File: src/rtl/sync_fifo_param.sv
// Parametrised single-clock FIFO with registered read data, occupancy count,
// almost-full/almost-empty thresholds and sticky overflow/underflow flags.
module sync_fifo_param #(
    parameter int WIDTH     = 8,
    parameter int DEPTH     = 16,
    parameter int AFULL_TH  = DEPTH - 2,
    parameter int AEMPTY_TH = 2
) (
    input  logic                       clk,
    input  logic                       rst,
    input  logic                       wr_en,
    input  logic [WIDTH-1:0]           in,
    input  logic                       rd_en,
    input  logic                       clr_err,
    output logic [WIDTH-1:0]           out,
    output logic                       empty,
    output logic                       full,
    output logic                       almost_empty,
    output logic                       almost_full,
    output logic [$clog2(DEPTH):0]     count,
    output logic                       overflow,
    output logic                       underflow
);
    localparam int AW = $clog2(DEPTH);
    localparam logic [AW:0] C_DEPTH  = (AW+1)'(DEPTH);
    localparam logic [AW:0] C_AFULL  = (AW+1)'(AFULL_TH);
    localparam logic [AW:0] C_AEMPTY = (AW+1)'(AEMPTY_TH);

    logic [WIDTH-1:0] r_mem [DEPTH];
    logic [AW-1:0]    r_wr_ptr;
    logic [AW-1:0]    r_rd_ptr;
    logic [AW:0]      r_count;
    logic [WIDTH-1:0] r_out;
    logic             r_overflow;
    logic             r_underflow;

    logic w_empty;
    logic w_full;
    logic w_rd_acc;
    logic w_wr_acc;

    assign w_empty  = (r_count == '0);
    assign w_full   = (r_count == C_DEPTH);
    assign w_rd_acc = rd_en & ~w_empty;
    // At full a same-cycle read frees the slot being written; at empty no bypass.
    assign w_wr_acc = wr_en & (~w_full | rd_en);

    // Storage kept free of reset so it maps onto block RAM.
    always_ff @(posedge clk) begin
        if (w_wr_acc) begin
            r_mem[r_wr_ptr] <= in;
        end
    end

    always_ff @(posedge clk or posedge rst) begin
        if (rst) begin
            r_wr_ptr    <= '0;
            r_rd_ptr    <= '0;
            r_count     <= '0;
            r_out       <= '0;
            r_overflow  <= 1'b0;
            r_underflow <= 1'b0;
        end else begin
            if (w_wr_acc) begin
                r_wr_ptr <= r_wr_ptr + 1'b1;
            end
            if (w_rd_acc) begin
                r_rd_ptr <= r_rd_ptr + 1'b1;
                r_out    <= r_mem[r_rd_ptr];
            end
            r_count <= r_count + (AW+1)'(w_wr_acc) - (AW+1)'(w_rd_acc);
            // A new rejection in the same cycle wins over clr_err.
            r_overflow  <= (wr_en & ~w_wr_acc) | (r_overflow  & ~clr_err);
            r_underflow <= (rd_en & ~w_rd_acc) | (r_underflow & ~clr_err);
        end
    end

    assign out          = r_out;
    assign empty        = w_empty;
    assign full         = w_full;
    assign almost_empty = (r_count <= C_AEMPTY);
    assign almost_full  = (r_count >= C_AFULL);
    assign count        = r_count;
    assign overflow     = r_overflow;
    assign underflow    = r_underflow;
endmodule

File: config.mk
export PLATFORM = sky130hd
export DESIGN_NAME = sync_fifo_param
export DESIGN_NICKNAME = d
export VERILOG_FILES = /design/src/rtl/sync_fifo_param.sv
export SDC_FILE = /design/constraint.sdc
export NUM_CORES = 1
export LEC_CHECK = 0
export ABC_CLOCK_PERIOD_IN_PS = 3600
export BUFFER_PORTS_ARGS = -buffer_cell sky130_fd_sc_hd__buf_2
export CORE_MARGIN = 8
export CORE_UTILIZATION = 52
export CTS_BUF_LIST = sky130_fd_sc_hd__clkbuf_16
export CTS_CLUSTER_DIAMETER = 40
export DETAILED_ROUTE_END_ITERATION = 16
export PLACE_DENSITY_LB_ADDON = 0.08
export SYNTH_ARGS = -nofsm -noshare
export SYNTH_HDL_FRONTEND = slang
export SYNTH_SLANG_ARGS = --single-unit
File: constraint.sdc
create_clock -name clk -period 3.6 [get_ports clk]
set_input_delay 0.36 -clock clk [delete_from_list [all_inputs] [get_ports clk]]
set_output_delay 0.36 -clock clk [all_outputs]
set_load 0.02 [all_outputs]
[Yosys cells after proc, flatten, opt, wreduce, memory -nomap -nowiden]
Memories as Yosys holds them, arrays and structs flattened. A register that Yosys moved wholly into a read port is not among the register bits.
Index checks and enable logic that the tools add are counted.
W data, S select, Z words.
Operators by class
  add/subtract/negate cells: 4
  $lt $le $gt $ge: 2
  equal/unequal tests: 1
  muxes and demuxes: 2
  bitwise operators: 14
  reductions and logical operators: 1
Operator list (number)
  $add A4 B1 Y4 const B: 2
  $and A1 B1 Y1: 6
  $add A5 B1 Y5: 1
  $eq A5 B5 Y1 const B: 1
  $ge A5 B4 Y1 const B: 1
  $le A5 B2 Y1 const B: 1
  $logic_not A5 Y1: 1
  $not A1 Y1: 5
  $sub A5 B1 Y5: 1
  $or A1 B1 Y1: 3
  $mux W1: 2
Word-level totals
  register bits after elaboration: 15
  memory bits (writable): 128
  output and inout bits: 19
  word-level logic and storage cells: 30
  memories kept: 1
Memories
  r_mem: depth 16, bits a word 8, read ports 1, clocked after memory_dff 1, write ports 1, RTL line 29  | logic [WIDTH-1:0] r_mem [DEPTH];

[Depth between registers and ports, before layout]
  word-level depth: 7
  gate-level depth with buffers: 13
  depth with buffers taken out: 13

[Worst setup path before layout]
OpenSTA, ideal clock, no wires.
  path type: register to register
  start: register r_count[2], in the netlist count[2]
  end: register r_count[4], in the netlist count[4]
  setup time: 0.128 ns
  arrival: 2.611 ns
  required time: 3.472 ns
  path slack: 0.862 ns
  stages on the path, launching flop included: 14
  clock period less this slack: 2.738 ns
  cell sequence: dfrtp_1 -> inv_1 -> ha_1 -> or4b_4 -> inv_2 -> nor2_2 -> ha_1 -> inv_1 -> ha_1 -> inv_1 -> fa_1 -> o21bai_1 -> a21oi_1 -> xor2_1
RTL lines
  start: declaration: RTL line 32  | logic [AW:0] r_count;
  start signal: assignment: RTL line 71  | r_count <= r_count + (AW+1)'(w_wr_acc) - (AW+1)'(w_rd_acc);
  $logic_not A5 Y1: RTL line 42  | assign w_empty = (r_count == '0);
  $not A1 Y1: RTL line 44  | assign w_rd_acc = rd_en & ~w_empty;
  $and A1 B1 Y1: RTL line 44
  via w_rd_acc: RTL line 39  | logic w_rd_acc;
  $sub A5 B1 Y5: RTL line 71
The timed path passes the listed nets, and every way through them passes these cells.
A chain may end at the register's enable or synchronous reset.

[Final worst setup path]
Ends and elaborated chain as after synthesis.

==> flow_metrics.env <==
export IMPL_status="complete, no violations"
export IMPL_max_clock_path_buffers=2
export IMPL_drt_initial_drc_count=215
export IMPL_cts_sinks=151
export IMPL_fin_util=0.5924
export IMPL_synthSimpleGateAreaFrac=0.02499
export IMPL_drive_above_1_share=0.2487
export IMPL_syn_nets=350
export IMPL_final_common_cell="edfxtp_1"
export IMPL_r2r_cells=13
export IMPL_yosys_top_cells_area="edfxtp_1 (62%), mux4_2 (9.4%), dfrtp_1 (9.3%)"
export IMPL_antenna_cells=0
export IMPL_synthMuxAreaShare=0.1498
export IMPL_cp_depth=13
export IMPL_netlist_instances=320
export IMPL_grt_setup_unrepaired="false"
export IMPL_cp_cell_sequence="inv_1 > ha_1 > or4b_4 > inv_2 > nor2_2 > ha_1 > inv_1 > ha_1 > inv_1 > fa_1 > o21bai_1 > a21oi_1 > xor2_1"
export IMPL_grt_pass1_wl_um=18680
export IMPL_cts_resized=0
export IMPL_hold_viol=0
export IMPL_finalCritPeriodShare=0.8201
export IMPL_power_total_mw=5.634
export IMPL_yosysTopAreaCellShare=0.6192
export IMPL_r2r_start="count[2]$_DFF_PP0_"
export IMPL_worst_path_max_delay_cell="or4b_4"
export IMPL_worstMarginPinSlew_ns=0.9378
export IMPL_path_max_fanout=13
export IMPL_grt_total_usage=0.1631
export IMPL_clk_latency_ns=0.42
export IMPL_initial_core_util=0.5255
export IMPL_stdcell_area_mm2=0.006997
export IMPL_crit_path_start_kind="flop"
export IMPL_clkTransAtPathRegs_ns=0.06
export IMPL_wirelength_um=12000
export IMPL_cp_required_ns=3.90
export IMPL_synth_edf_count=128
export IMPL_synthAdderAreaFrac=0.03548
export IMPL_die_w_um=125.3
export IMPL_ir_drop_mv=0.3773
export IMPL_antenna_found_initial=0
export IMPL_cts_buffers=17
export IMPL_final_cells=521
export IMPL_overflow=0
export IMPL_synth_ff_type="edfxtp_1"
export IMPL_maxCapViolations=0
export IMPL_vias=3018
export IMPL_synth_top_family_by_area="multiplexers"
export IMPL_synth_compound_area_frac=0.03507
export IMPL_reg2reg_slack_ns=0.65
export IMPL_dr_pass1_iters=4
export IMPL_slew_viol_final=0
export IMPL_io_pins=32
export IMPL_fp_row_count=40
export IMPL_p_leak_nw=2.556
export IMPL_dieArea_mm2=0.01569
export IMPL_critPathTopFamily="adder cells"
export IMPL_finalWeightedCongestion=0.7603
export IMPL_p_per_area_mw_per_mm2=805.2
export IMPL_wl_per_cell_um=23.04
export IMPL_synth_area_mm2=0.006207
export IMPL_h_tree_depth=4
export IMPL_vias_per_cell=5.793
export IMPL_cp_endpoint="count[4]$_DFF_PP0_"
export IMPL_slew_headroom=0.3725
export IMPL_r2r_end="count[4]$_DFF_PP0_"
export IMPL_synth_seq_cells=151
export IMPL_cts_setup_buffers=0
export IMPL_cts_root_buf="clkbuf_16"
export IMPL_critPathBufInv=4
export IMPL_placed_area_mm2=0.006495
export IMPL_area_growth_pct=12.72
export IMPL_period_minus_slack_ns=2.952
export IMPL_yosysTopAreaCell="edfxtp_1"
export IMPL_postSynth_asyncResetShare=0.1523
export IMPL_crit_arrival_ns=3.25
export IMPL_cts_tree="built"
export IMPL_setup_worst_path_start="count[2]$_DFF_PP0_"
export IMPL_dp_final_hpwl_um=7718
export IMPL_hold_buffers=0
export IMPL_drc=0
export IMPL_hp_class="primary input to asynchronous set/reset pin"
export IMPL_tns_ns=0
export IMPL_placeableCoreArea_mm2=0.01181
export IMPL_ys_types=39
export IMPL_die_h_um=125.3
export IMPL_portBuffers=31
export IMPL_grt_max_degree=35
export IMPL_final_cell_mix="edfxtp_1 (128), buf_2 (31), mux4_2 (26)"
export IMPL_fin_ws_ns=0.6476
export IMPL_ant_nets=0
export IMPL_finalSetupViolCount=0
export IMPL_synth_xor_area_frac=0.01270
export IMPL_criticalPathCategory="flop to flop"
export IMPL_clock_fmax_mhz=338.7
export IMPL_yosysWarnings=0
export IMPL_nNetsFinal=394
export IMPL_syn_avg_cell_area_um2=19.40
export IMPL_grt_pass1_vias=3212
export IMPL_critPathMaxStageDelay_ns=0.48
export IMPL_cp_end_kind="flop"
export IMPL_yosysSeqAreaShare=0.7120
export IMPL_holdWs_ns=0.1202
export IMPL_skew_ns=0.005544
export IMPL_dp_cells=492
export IMPL_place_ws_ns=0.6601
-- layer usage --
| layer | wire, µm | vias up | GRT usage |
|---|---|---|---|
| li1 | - | 1358 | - |
| met1 | 5487 | 1580 | 0.2097 |
| met2 | 5792 | 67 | 0.2560 |
| met3 | 532 | 13 | 0.04335 |
| met4 | 192 | 0 | 0.07307 |
| met5 | 0 | - | 0 |
-- registers in the layout (all words and copies together) (netlist names) --
| register | count |
|---|---|
| r_mem | 128 |
| out | 8 |
| count | 5 |
| underflow | 1 |
| r_wr_ptr | 4 |
| overflow | 1 |
| r_rd_ptr | 4 |
-- cell usage after synthesis, types with 2 or more instances --
master / n
buf_4: 3
mux2i_1: 16
edfxtp_1: 128
inv_1: 15
dfrtp_1: 23
mux4_1: 6
o211ai_1: 5
buf_6: 2
nand2b_1: 2
xnor2_1: 5
buf_12: 2
ha_1: 16
nor3_1: 5
nand2_1: 2
buf_2: 6
mux4_2: 26
clkbuf_1: 2
xor2_1: 4
o21ai_0: 9
nand3_1: 3
o21bai_1: 2
a21oi_1: 3
nor2_1: 12
o221ai_1: 8
-- report_power, final --
part / internal [mW] / switching, mW
clock network: 0.911 / 0.617
registers: 2.18 / 0.152
logic: 0.765 / 1.01
-- layout make-up --
type / count / area (µm²)
clock inverters: 12 / 76.32
repair buffers: 41 / 230.2
flip-flops and latches: 151 / 4419
well taps: 147 / 183.9
fillers: 874 / 4815
clock buffers: 17 / 425.4
multi-input cells: 137 / 1602
inverters: 16 / 60.06
-- worst register-to-register path, cell delays in order, from the launching register on --
cell      delay [ns]
dfrtp_1         0.42
inv_1           0.12
ha_1            0.18
or4b_4          0.48
inv_2           0.18
nor2_2          0.09
ha_1            0.30
inv_1           0.06
ha_1            0.16
inv_1           0.06
fa_1            0.40
o21bai_1        0.16
a21oi_1         0.09
xor2_1          0.14
-- cell families after synthesis --
kind of cell,Yosys count
AO/OA/AOI/OAI,31
XOR/XNOR,9
multiplexers,50
adder cells (fa/ha/maj),17
flip-flops,151
AND/OR/NAND/NOR,30
buffers and inverters,32
-- worst min-delay path by stage --
stage,depth (start not counted),to
final,2,out[3]$_DFFE_PP0P_
after global routing,2,r_rd_ptr[2]$_DFFE_PP0P_
after CTS,2,r_rd_ptr[2]$_DFFE_PP0P_
after detailed placement,1,r_rd_ptr[3]$_DFFE_PP0P_
after global placement,1,overflow$_DFF_PP0_
after floorplan,1,count[0]$_DFF_PP0_
Power figures use the tool's default switching activity.
